File: config.mk
export PLATFORM = sky130hd
export DESIGN_NAME = tx_ts_queue
export DESIGN_NICKNAME = d
export VERILOG_FILES = /design/src/rtl/ptpv2_defines.sv /design/src/rtl/tx_ts_fifo.sv /design/src/rtl/tx_ts_queue.sv
export SDC_FILE = /design/constraint.sdc
export NUM_CORES = 1
export LEC_CHECK = 0
export CAP_MARGIN = 10
export CELL_PAD_IN_SITES_DETAIL_PLACEMENT = 1
export CELL_PAD_IN_SITES_GLOBAL_PLACEMENT = 1
export CORE_ASPECT_RATIO = 0.5
export CORE_MARGIN = 5
export CORE_UTILIZATION = 52
export CTS_CLUSTER_DIAMETER = 80
export DETAILED_ROUTE_END_ITERATION = 10
export HOLD_SLACK_MARGIN = 0.1
export PLACE_DENSITY_LB_ADDON = 0.08
export SYNTH_ARGS = -nofsm -noshare
export SYNTH_HDL_FRONTEND = slang
export SYNTH_SLANG_ARGS = --single-unit
File: constraint.sdc
create_clock -name rtc_clk -period 26.6 [get_ports rtc_clk]
set_input_delay 2.66 -clock rtc_clk [delete_from_list [all_inputs] [get_ports rtc_clk]]
set_output_delay 2.66 -clock rtc_clk [all_outputs]
set_load 0.03 [all_outputs]
File: src/rtl/ptpv2_defines.sv
// Shared PTPv2 timestamp constants, queue entry width and the egress latency adder.
// Timestamps are {seconds[47:0], ns[31:0]} with ns kept below one second.
package ptpv2_defines;

    localparam int NS_PER_SEC   = 1_000_000_000;
    localparam int SEC_MSB      = 79;
    localparam int SEC_LSB      = 32;
    localparam int NS_MSB       = 31;
    localparam int TXTS_ENTRY_W = 184;

    typedef enum logic {
        IDLE       = 1'b0,
        WAIT_VALID = 1'b1
    } txq_state_t;

    // A 16-bit latency can cross at most one second boundary, so one conditional subtract suffices.
    function automatic logic [79:0] ts_add_ns(input logic [79:0] ts, input logic [15:0] lat);
        logic [32:0] sum;
        logic [47:0] sec;
        logic [31:0] ns;
        sum = {1'b0, ts[NS_MSB:0]} + {17'd0, lat};
        sec = ts[SEC_MSB:SEC_LSB];
        if (sum >= 33'(NS_PER_SEC)) begin
            ns  = 32'(sum - 33'(NS_PER_SEC));
            sec = sec + 48'd1;
        end else begin
            ns  = sum[31:0];
        end
        return {sec, ns};
    endfunction

endpackage

File: src/rtl/tx_ts_fifo.sv
// Generic show-ahead sync FIFO: head valid whenever !empty (reads 0 when empty); count/empty registered.
// Push while full is dropped unless a pop happens the same cycle; clear beats push and pop.
module tx_ts_fifo
#(
    parameter int WIDTH = 8,
    parameter int DEPTH = 4
)(
    input  logic                   clk,
    input  logic                   rst,
    input  logic                   push,
    input  logic [WIDTH-1:0]       push_data,
    input  logic                   pop,
    input  logic                   clear,
    output logic [WIDTH-1:0]       head,
    output logic                   full,
    output logic                   empty,
    output logic [$clog2(DEPTH):0] count
);

    localparam int AW = $clog2(DEPTH);

    logic [WIDTH-1:0] mem [DEPTH];
    logic [AW-1:0]    wr_ptr;
    logic [AW-1:0]    rd_ptr;
    logic [AW:0]      count_nxt;
    logic             do_push;
    logic             do_pop;

    assign full    = (count == (AW+1)'(DEPTH));
    assign do_pop  = pop & ~empty;
    assign do_push = push & (~full | do_pop);
    assign head    = empty ? '0 : mem[rd_ptr];

    always_comb begin
        count_nxt = count;
        if (do_push && !do_pop) begin
            count_nxt = count + (AW+1)'(1);
        end else if (do_pop && !do_push) begin
            count_nxt = count - (AW+1)'(1);
        end
    end

    always_ff @(posedge clk or posedge rst) begin
        if (rst) begin
            wr_ptr <= '0;
            rd_ptr <= '0;
            count  <= '0;
            empty  <= 1'b1;
        end else if (clear) begin
            wr_ptr <= '0;
            rd_ptr <= '0;
            count  <= '0;
            empty  <= 1'b1;
        end else begin
            if (do_push) wr_ptr <= wr_ptr + AW'(1);
            if (do_pop)  rd_ptr <= rd_ptr + AW'(1);
            count <= count_nxt;
            empty <= (count_nxt == '0);
        end
    end

    always_ff @(posedge clk) begin
        if (do_push && !clear) begin
            mem[wr_ptr] <= push_data;
        end
    end

endmodule

File: src/rtl/tx_ts_queue.sv
// TX PTP timestamp queue: capture RTC at SFD, add egress latency, pair with header on valid, queue for CPU.
// Push lands 0-1 cycles after valid; overflow drops new entries. Optional drop counter: TXTS_DROP_CNT_EN.
module tx_ts_queue
    import ptpv2_defines::*;
#(
    parameter int DEPTH         = 4,
    parameter int VALID_TIMEOUT = 255
)(
    input  logic                   rtc_clk,
    input  logic                   rtc_rst,
    input  logic                   enable_i,
    input  logic                   clear_i,
    input  logic [79:0]            rtc_time_i,
    input  logic [15:0]            egress_latency_i,
    input  logic                   txts_trig_i,
    input  logic                   txts_valid_i,
    input  logic [79:0]            tx_sourcePortIdentity_i,
    input  logic [15:0]            tx_seqId_i,
    input  logic [3:0]             tx_messageType_i,
    input  logic [3:0]             tx_majorSdoId_i,
    input  logic                   pop_i,
    output logic [79:0]            ts_o,
    output logic [79:0]            portid_o,
    output logic [15:0]            seqid_o,
    output logic [3:0]             msgtype_o,
    output logic [3:0]             sdoid_o,
    output logic [$clog2(DEPTH):0] count_o,
    output logic                   empty_o,
    output logic                   overflow_o,
    output logic                   int_txts_o
`ifdef TXTS_DROP_CNT_EN
    ,
    output logic [15:0]            drop_cnt_o
`endif
);

    localparam int TW = $clog2(VALID_TIMEOUT + 1);
    localparam int CW = $clog2(DEPTH) + 1;
    localparam int FW = TXTS_ENTRY_W - 80;

    txq_state_t              state;
    txq_state_t              state_nxt;
    logic [TW-1:0]           timer;
    logic [TW-1:0]           timer_nxt;
    logic [79:0]             cap_raw;
    logic [79:0]             corr_ts;
    logic                    corr_pend;
    logic                    hold_vld;
    logic [FW-1:0]           hold_fields;
    logic [FW-1:0]           fields;
    logic                    capture;
    logic                    take_direct;
    logic                    hold_set;
    logic                    push;
    logic [TXTS_ENTRY_W-1:0] push_data;
    logic [TXTS_ENTRY_W-1:0] head;
    logic                    fifo_full;
    logic                    fifo_empty;
    logic [CW-1:0]           fifo_count;
    logic                    ovf_drop;
    logic                    cap_req;

    assign fields  = {tx_sourcePortIdentity_i, tx_seqId_i, tx_messageType_i, tx_majorSdoId_i};
    assign cap_req = txts_trig_i & enable_i;

    always_comb begin
        state_nxt   = state;
        timer_nxt   = timer;
        capture     = 1'b0;
        take_direct = 1'b0;
        hold_set    = 1'b0;
        case (state)
            IDLE: begin
                if (cap_req) begin
                    capture   = 1'b1;
                    timer_nxt = '0;
                    state_nxt = WAIT_VALID;
                end
            end
            WAIT_VALID: begin
                // A valid during the correction cycle is parked and pushed once corr_ts settles.
                if (txts_valid_i) begin
                    take_direct = ~corr_pend;
                    hold_set    = corr_pend;
                end
                if (cap_req) begin
                    capture   = 1'b1;
                    timer_nxt = '0;
                end else if (txts_valid_i) begin
                    state_nxt = IDLE;
                end else if (timer == TW'(VALID_TIMEOUT - 1)) begin
                    state_nxt = IDLE;
                end else begin
                    timer_nxt = timer + TW'(1);
                end
            end
            default: state_nxt = IDLE;
        endcase
    end

    assign push      = (take_direct | hold_vld) & ~clear_i;
    assign push_data = {corr_ts, hold_vld ? hold_fields : fields};
    assign ovf_drop  = push & fifo_full & ~pop_i;

    always_ff @(posedge rtc_clk or posedge rtc_rst) begin
        if (rtc_rst) begin
            state       <= IDLE;
            timer       <= '0;
            cap_raw     <= '0;
            corr_ts     <= '0;
            corr_pend   <= 1'b0;
            hold_vld    <= 1'b0;
            hold_fields <= '0;
            overflow_o  <= 1'b0;
        end else if (clear_i) begin
            state      <= IDLE;
            timer      <= '0;
            corr_pend  <= 1'b0;
            hold_vld   <= 1'b0;
            overflow_o <= 1'b0;
        end else begin
            state     <= state_nxt;
            timer     <= timer_nxt;
            corr_pend <= capture;
            hold_vld  <= hold_set;
            if (hold_set) hold_fields <= fields;
            if (capture)  cap_raw     <= rtc_time_i;
            if (corr_pend) corr_ts    <= ts_add_ns(cap_raw, egress_latency_i);
            if (ovf_drop) overflow_o  <= 1'b1;
        end
    end

`ifdef TXTS_DROP_CNT_EN
    logic        timeout;
    logic [1:0]  drop_inc;
    logic [16:0] drop_sum;

    assign timeout  = (state == WAIT_VALID) & ~txts_valid_i & ~cap_req
                    & (timer == TW'(VALID_TIMEOUT - 1));
    assign drop_inc = {1'b0, ovf_drop} + {1'b0, timeout};
    assign drop_sum = {1'b0, drop_cnt_o} + {15'd0, drop_inc};

    always_ff @(posedge rtc_clk or posedge rtc_rst) begin
        if (rtc_rst) begin
            drop_cnt_o <= '0;
        end else if (clear_i) begin
            drop_cnt_o <= '0;
        end else begin
            drop_cnt_o <= drop_sum[16] ? 16'hFFFF : drop_sum[15:0];
        end
    end
`endif

    tx_ts_fifo #(
        .WIDTH (TXTS_ENTRY_W),
        .DEPTH (DEPTH)
    ) u_fifo (
        .clk       (rtc_clk),
        .rst       (rtc_rst),
        .push      (push),
        .push_data (push_data),
        .pop       (pop_i),
        .clear     (clear_i),
        .head      (head),
        .full      (fifo_full),
        .empty     (fifo_empty),
        .count     (fifo_count)
    );

    assign {ts_o, portid_o, seqid_o, msgtype_o, sdoid_o} = head;
    assign count_o    = fifo_count;
    assign empty_o    = fifo_empty;
    assign int_txts_o = ~fifo_empty;

endmodule

# == Word level (Yosys, flattened, before mapping) ==
# Memory sizes are Yosys's and may differ from the RTL's.
# Index checks and enable logic that the tools add are counted.
# op_classes
addsub,8
n_bitwise,14
order_cmp,1
n_eq_ne,5
n_mux,34
reduce_logical,14
# op_table
cell,count
$mux 184,1
$mux 104,1
$add 48x1->48 const B,1
$mux 48,1
$mux 8,5
$add 32x16->33,1
$ge 33x30->1 const B,1
$mux 32,1
$sub 32x30->32 const B,1
$mux 1,16
$pmux 8 s2,1
$mux 3,3
$add 8x1->8 const B,1
$eq 8x8->1 const B,1
$mux 2,4
$and 1x1->1,6
$not 1->1,6
$reduce_and 2->1,3
$reduce_bool 2->1,3
$add 2x1->2 const B,2
$ne 4x3->1 const B,1
$ne 4x4->1 const B,1
$add 3x1->3 const B,1
$eq 3x3->1 const B,1
8 further kinds,13
# totals
ramBits,736
out_inout_bits,190
elab_cells,89
mem_count,1
register_bits,284
# memory_table
name,depth,width,rd,rd_clocked_by_memory_dff,write_ports,line,rtl
u_fifo.mem,4,184,1,0,1,tx_ts_fifo.sv:22,logic [WIDTH-1:0] mem [DEPTH];

# == Logic depth before layout (Yosys ltp) ==
# Gate-level depths: netlist of the first run.
# logic_depth
word_depth,12
depth_mapped,18

# == Hierarchy ==
# A second synthesis of the first run with hierarchy kept.
# hier_totals
hier_cells,2765
hier_area_um2,43073.8
# by_module_without_submodules
mod,seq_area_each_um2,n_inst,cells_per_inst,area_each_um2
tx_ts_fifo,22302.6,1,1224,28314.7
tx_ts_queue,6906.6,1,1541,14759.2

# == Worst setup path after synthesis of the first run ==
# OpenSTA, ideal clock, no wires.
# synth_timing
kind,in2reg
startpoint,input port txts_valid_i
endpoint,"memory u_fifo.mem[0][0] in the netlist's numbering, enable pin"
t_arrival_ns,7.494
cell_stages,5
setup_time_ns,0.567
path_slack_ns,18.539
path_buffers,0
path_cell_list,nand2_1 > nor2_1 > o21bai_1 > a31oi_1 > and2_1
# synth_via
elab_chain_len,8
# synth_rtl
element,line,rtl
start: declaration,tx_ts_queue.sv:16,"input logic txts_valid_i,"
$mux 1,tx_ts_queue.sv:82,if (txts_valid_i) begin
$mux 1,tx_ts_queue.sv:72,case (state)
$or 1x1->1,tx_ts_queue.sv:101,assign push = (take_direct | hold_vld) & ~clear_i;
$and 1x1->1,tx_ts_queue.sv:101,
$and 1x1->1,tx_ts_fifo.sv:31,assign do_push = push & (~full | do_pop);
$logic_and 1x1->1,tx_ts_fifo.sv:63,if (do_push && !clear) begin
$mux 1,tx_ts_fifo.sv:63,
$mux 1 (implied by the code),tx_ts_fifo.sv:64,mem[wr_ptr] <= push_data;
end: declaration,tx_ts_fifo.sv:22,
# Every way passes these cells.

# == Final worst setup path of the first run ==
# layout_timing
startpoint,register u_fifo.rd_ptr[0]
endpoint,output port portid_o[79]
# layout_via
elab_chain_len,2
# layout_rtl
element,line,rtl
start: declaration,tx_ts_fifo.sv:24,logic [AW-1:0] rd_ptr;
start signal: assignment,tx_ts_fifo.sv:56,if (do_pop) rd_ptr <= rd_ptr + AW'(1);
$mem_v2 4x184,n/a,
$mux 184,tx_ts_fifo.sv:32,assign head = empty ? '0 : mem[rd_ptr];
end: declaration,tx_ts_queue.sv:23,"output logic [79:0] portid_o,"
# Every way passes these cells.

==> results of run 1 <==
[registers in the layout (all words and copies together) (netlist names), 2 cells and up]
name	cells
u_fifo.mem	736
hold_fields	104
cap_raw	80
corr_ts	80
timer	8
u_fifo.count	3
u_fifo.rd_ptr	2
u_fifo.wr_ptr	2
[cell families after synthesis]
logic type	after synthesis	synth area share, %
adders and majority gates	28	0.8307
and+or+nand+nor	1069	11.40
muxes	293	12.46
xor gates and xnor gates	80	1.661
buffers and inverters	186	1.722
DFF	1020	67.81
AOI/OAI and AO/OA	250	4.113
[metrics by stage]
| stage | cells | instance area, um2 | total power (uW) | util (%) | hold slack [ns] |
|---|---|---|---|---|---|
| final | 4463 | 51120 | 4130 | 62.46 | 0.4681 |
| after global routing | 4463 | 51120 | 4305 | 62.46 | 0.4959 |
| after CTS | 4461 | 51110 | 4171 | 62.45 | 0.4742 |
| after detailed placement | 4293 | 48100 | 2826 | 58.77 | 0.4583 |
| after global placement | 4293 | 48100 | 2799 | 58.77 | 0.4511 |
| after floorplan | 2926 | 43080 | 2467 | - | 0.4401 |
[metal layers]
layer / routed length (um) / share of wire (%) / global-route usage [%] / up-vias
met5: 9 / 0.0082 / 0 / -
met1: 45600 / 42 / 32.66 / 13500
li1: - / - / - / 11470
met2: 57140 / 52 / 44.41 / 585
met4: 2276 / 2.1 / 6.071 / 2
met3: 4471 / 4.1 / 3.239 / 129
[path summary, 6_finish.rpt]
check | start | end | slack [ns] | cells past startpoint
max | u_fifo.rd_ptr[0] | portid_o[79] | 19.09 | 5
min | hold_fields[75] | hold_fields[75] | 0.47 | 2
max reg2reg | cap_raw[0] | corr_ts[40] | 21.60 | 14
min reg2reg | hold_fields[75] | hold_fields[75] | 0.47 | 2
max in group asynchronous | rtc_rst | hold_vld | 21.59 | 4
min in group asynchronous | rtc_rst | u_fifo.count[2] | 2.51 | 2
[report_power, final]
part | total (uW) | leakage, uW | switching [uW] | internal [uW]
sequential | 1940 | 0.0103 | 116 | 1830
clock | 1350 | 0.00147 | 590 | 757
combinational | 840 | 0.00657 | 479 | 361
total | 4130 | 0.0184 | 1180 | 2950
[worst min-delay path, cell delays in order (launching register included)]
cell and delay, ns:
dfrtp_1 0.34, nand2_1 0.05, nand2_1 0.05
[Yosys cell counts, types with 19 or more instances]
master,n
mux4_2,184
inv_1,20
ha_1,27
nand3_1,41
xnor2_1,56
clkbuf_1,109
xor2_1,22
a31oi_1,19
nor2_1,54
a211oi_1,20
o21ai_0,51
buf_1,33
dfrtp_1,283
mux2_2,107
o21ai_1,31
a21oi_1,33
nand2_1,654
and2_1,196
and3_1,19
edfxtp_1,736
nor3_1,20
[cell type report]
type                            count  area (um2)  share of cell area, %
Multi-Input combinational cell   1720       13180                  25.78
Sequential cell                  1020       29220                  57.16
Antenna cell                        2       5.005               0.009790
Tap cell                         1102        1379                  2.697
Clock inverter                     41       397.9                 0.7783
Inverter                           22       95.09                 0.1860
Timing Repair Buffer              429        4224                  8.263
Clock buffer                      127        2618                  5.120
==> flow_metrics.py, run 1 <==
metrics = {
    "clock_tree": {
        "post_cts_buffers": 0,
        "clk-insertion-delay-late_ns": 0.66,
        "ctsHoldBuffers": 0,
        "clk_pin_slew_worst_paths_ns": 0.07,
        "cts_max_path_buffers": 3,
        "cts_resized": 0,
        "cts-buffers-inserted": 90,
        "cts_root_buf": "clkbuf_16",
        "htree_levels": 3,
        "cts_sinks": 1020,
        "cts_tree": "done",
    },
    "placement": {
        "gp_congestion": 0.7689,
        "hpwl_um": 67130,
        "port_buffers": 396,
        "dp_slack_ns": 18.93,
    },
    "sta": {
        "tns_ns": 0,
        "period_minus_slack_ns": 7.515,
        "final_max_slew_viol_count": 0,
        "fmax_ghz": 0.1331,
        "layout_setup_ws_ns": 19.09,
        "finClkSkew_ns": 0.01714,
        "max_slew_margin_pct": 26.62,
        "hold_violations": 0,
        "rsz0062_at_grt": "no",
        "finalCritPeriodShare_pct": 28.25,
        "setup_viol": 0,
        "tightest_slew_ns": 1.101,
    },
    "floorplan": {
        "start_util_pct": 52.63,
        "ioPinCount": 397,
        "core_region_area_um2": 81850,
        "rows": 74,
        "die_x_um": 417.0,
        "fp.dieH_um": 213.5,
        "die_area_um2": 89040,
    },
    "setup_path": {
        "slowest_delay_ns": 1.00,
        "crit_path_end_kind": "output pin",
        "crit_type": "reg -> out",
        "critical_path_buf_inv_count": 3,
        "crit_required_ns": 23.94,
        "crit_path_top_delay_cell": "dfrtp_4",
        "cp_common_cell": "buf_4",
        "crit_chain": "buf_4 -> buf_4 -> mux4_2 -> and2_1 -> clkdlybuf4s50_1",
        "crit_family": "buffers and inverters",
        "start_kind": "flip-flop",
        "crit_path_max_fanout": 44,
        "arrival_ns": 4.85,
    },
    "global_route": {
        "grt_max_degree": 109,
        "grt_overflow_total": 0,
        "antenna_found_initial": 3,
        "grt_pass1_wl_um": 169200,
        "grt_usage_pct": 24.76,
        "grt_pass1_vias": 28290,
    },
    "pwr": {
        "leakage_uw": 0.01838,
        "ir_drop_v": 0.00004951,
        "powerDensity_nw_per_um2": 80.80,
    },
    "drt": {
        "vias_per_cell": 5.756,
        "dr.pass1.iters": 5,
        "wl_per_cell_um": 24.54,
        "drt_wl_total_um": 109500,
        "num_vias": 25690,
        "initialDrtViolationCount": 1852,
        "antenna_left": 0,
        "post-route-drc-count": 0,
    },
    "synth": {
        "ys_top_cells_by_area": "edfxtp_1 (51%), dfrtp_1 (16%), mux4_2 (9.6%)",
        "yosys.area.top_type_share_pct": 51.31,
        "synth_top_cell_by_area": "edfxtp_1",
        "synth_nets": 3161,
        "synth_warnings": 0,
        "synth-seq-cells": 1020,
        "syn_area_per_cell_um2": 14.72,
        "synth-edff-count": 736,
        "syn_inst": 2926,
        "synth.distinct_cells": 84,
        "async_flop_share_pct": 27.84,
        "synthesis.area_um2": 43080,
        "synth_ff_type": "edfxtp_1",
        "ys_seq_area_share_pct": 67.81,
    },
    "min_path": {
        "min_path_type": "reg -> reg",
    },
    "run_status": {
        "status": "finished, final reports clean",
    },
    "run": {
        "cap_violations": 0,
    },
    "finish": {
        "mostFrequentLayoutCell": "edfxtp_1",
        "final_cell_mix": "edfxtp_1 (736), nand2_1 (654), clkdlybuf4s50_1 (396)",
        "nFillCells": 7571,
        "nets": 3518,
        "synthToLayoutAreaGrowth_pct": 18.67,
        "drive_above_1_share_pct": 15.33,
    },
}
Note: power is estimated with default switching activity, not from simulation.
==> run 2: changes to the inputs <==
--- a/config.mk
+++ b/config.mk
@@ -10,7 +10,7 @@
 export CELL_PAD_IN_SITES_GLOBAL_PLACEMENT = 1
 export CORE_ASPECT_RATIO = 0.5
 export CORE_MARGIN = 5
-export CORE_UTILIZATION = 52
+export CORE_UTILIZATION = 48
 export CTS_CLUSTER_DIAMETER = 80
 export DETAILED_ROUTE_END_ITERATION = 10
 export HOLD_SLACK_MARGIN = 0.1
==> constraint.sdc (replaced) <==
create_clock -name rtc_clk -period 7.8 [get_ports rtc_clk]
set_input_delay 0.78 -clock rtc_clk [delete_from_list [all_inputs] [get_ports rtc_clk]]
set_output_delay 0.78 -clock rtc_clk [all_outputs]
set_load 0.03 [all_outputs]
==> flow_metrics.py, run 2 (synthesized netlist as in run 1, its figures left out) <==
metrics = {
    "run_status": {
        "status": "finished, final reports clean",
    },
    "sta": {
        "setup_viol": 0,
        "tns_ns": 0,
        "fmax_ghz": 0.1859,
        "layout_setup_ws_ns": 2.421,
        "hold_violations": 0,
        "tightest_slew_ns": 1.097,
        "finalCritPeriodShare_pct": 68.96,
        "max_slew_margin_pct": 26.89,
        "rsz0062_at_grt": "no",
        "finClkSkew_ns": 0.02774,
        "final_max_slew_viol_count": 0,
        "period_minus_slack_ns": 5.379,
        "whs_ns": 0.4683,
    },
    "finish": {
        "mostFrequentLayoutCell": "edfxtp_1",
        "nets": 3514,
        "largest_reg_flops": 736,
        "reg.largest.list": "u_fifo.mem: 736 flops, hold_fields: 104 flops",
        "synthToLayoutAreaGrowth_pct": 18.89,
        "drive_above_1_share_pct": 15.10,
        "largest_register": "u_fifo.mem",
        "final_cell_mix": "edfxtp_1 (736), nand2_1 (654), clkdlybuf4s50_1 (396)",
        "final_core_util_pct": 57.78,
    },
    "setup_path": {
        "start_kind": "input port",
        "crit_path_max_fanout": 34,
        "slowest_delay_ns": 0.78,
        "crit_chain": "clkdlybuf4s50_1 -> ha_1 -> fa_1 -> a21o_1 -> a221o_2 -> a211o_1 -> xnor2_1 -> o31ai_1 -> or3_1 -> nor4_1 -> o21bai_4 -> buf_4 -> a21oi_1 -> a21bo_2 -> a31oi_1",
        "crit_type": "in -> reg",
        "critical_path_buf_inv_count": 2,
        "crit_family": "compound AO/OA/AOI/OAI gates",
        "crit_path_end_kind": "flip-flop",
        "arrival_ns": 5.89,
        "crit_path_top_delay_cell": "a21oi_1",
        "crit_required_ns": 8.31,
    },
    "clock_tree": {
        "cts-buffers-inserted": 90,
        "htree_levels": 3,
        "clk-insertion-delay-late_ns": 0.68,
        "cts_root_buf": "clkbuf_16",
        "clk_pin_slew_worst_paths_ns": 0.07,
        "cts_tree": "done",
        "cts_resized": 0,
        "cts_sinks": 1020,
        "ctsHoldBuffers": 0,
        "post_cts_buffers": 0,
        "cts_max_path_buffers": 3,
    },
    "drt": {
        "post-route-drc-count": 0,
        "drt_wl_total_um": 109600,
        "vias_per_cell": 5.592,
        "wl_per_cell_um": 24.13,
        "initialDrtViolationCount": 1875,
        "dr.pass1.iters": 5,
        "antenna_left": 0,
        "num_vias": 25410,
    },
    "pwr": {
        "powerDensity_nw_per_um2": 273.3,
        "leakage_uw": 0.01833,
        "p_total_uw": 13990,
        "seqPwrFrac_pct": 47.3,
        "internal_power_uw": 9948,
        "power_switching_uw": 4045,
        "combinationalPowerShare_pct": 20.6,
        "p_sw_share_pct": 28.91,
        "ir_drop_v": 0.0001473,
        "pwr-share-clk_pct": 32.1,
    },
    "global_route": {
        "grt_max_degree": 153,
        "grt_usage_pct": 22.98,
        "grt_pass1_wl_um": 169400,
        "antenna_found_initial": 4,
        "grt_overflow_total": 0,
        "grt_pass1_vias": 27530,
    },
    "floorplan": {
        "ioPinCount": 397,
        "core_region_area_um2": 88640,
        "die_area_um2": 96190,
        "start_util_pct": 48.60,
        "fp.dieH_um": 221.8,
        "die_x_um": 433.7,
        "rows": 77,
    },
    "run": {
        "cap_violations": 0,
    },
    "placement": {
        "dp_slack_ns": 1.782,
        "port_buffers": 396,
        "gp_congestion": 0.7808,
        "hpwl_um": 66910,
    },
    "min_path": {
        "min_path_type": "reg -> reg",
    },
}
run 2: cell count changes in the layout (fill, tap and decap cells not counted), moves of 2 or more:
cell | before | now
bufinv_16 | 7 | 5
buf_12 | 1 | 9
inv_6 | 0 | 4
clkbuf_16 | 95 | 91
clkbuf_1 | 20 | 27
buf_4 | 32 | 20
clkbuf_8 | 12 | 15
clkinv_2 | 18 | 13
run 2: power groups by stage:
stage	registers (uW)	clock network, uW	logic [uW]
CTS	6620	4600	2940
global placement	6690	0	2880
detailed placement	6730	0	2920
global route	6660	4870	3100
floorplan	6540	0	1870
finish	6620	4490	2880
run 2: path summary, 6_finish.rpt:
| check | start | to | slack (ns) | cells past startpoint |
|---|---|---|---|---|
| worst max-delay path | egress_latency_i[0] | corr_ts[40] | 2.42 | 15 |
| worst max register to register | cap_raw[0] | corr_ts[40] | 2.56 | 14 |
| worst min-delay path | hold_fields[75] | hold_fields[75] | 0.47 | 2 |
| worst min register to register | hold_fields[75] | hold_fields[75] | 0.47 | 2 |
| min in group asynchronous | rtc_rst | hold_fields[2] | 0.77 | 3 |
| max in group asynchronous | rtc_rst | corr_ts[48] | 5.64 | 4 |
run 2: layer usage:
layer  track usage, %  part of all wire (%)  up-vias  wire [um]
li1                 -                     -    11470          -
met1            31.22                    43    13340      47390
met2            39.39                    51      461      56020
met3            3.084                   3.5      138       3827
met4            6.081                   2.2        2       2390
met5                0                0.0064        -          7
run 2: layout make-up:
cell class	instances	area [um2]
timing repair buffer	425	4294
fill	8415	37420
clock inverter	37	351.6
antenna	2	5.005
tap	1185	1483
inverter	22	91.34
multi-input combinational	1720	13180
clock buffer	133	2585
sequential	1020	29220
run 2: through the flow:
step | cell area (um2) | std cells
finish | 51210 | 4544
global route | 51210 | 4544
CTS | 51210 | 4542
detailed placement | 48270 | 4372
global placement | 48270 | 4372
floorplan | 43080 | 2926
run 2: worst register-to-register path, delay by kind of cell (launching register included):
| kind | cells | cell delay [ns] |
|---|---|---|
| AO/OA/AOI/OAI | 8 | 2.60 |
| flip-flops | 1 | 0.40 |
| buffers and inverters | 1 | 0.34 |
| XOR/XNOR | 1 | 0.36 |
| AND/OR/NAND/NOR | 2 | 0.76 |
| adder cells (fa/ha/maj) | 2 | 0.62 |
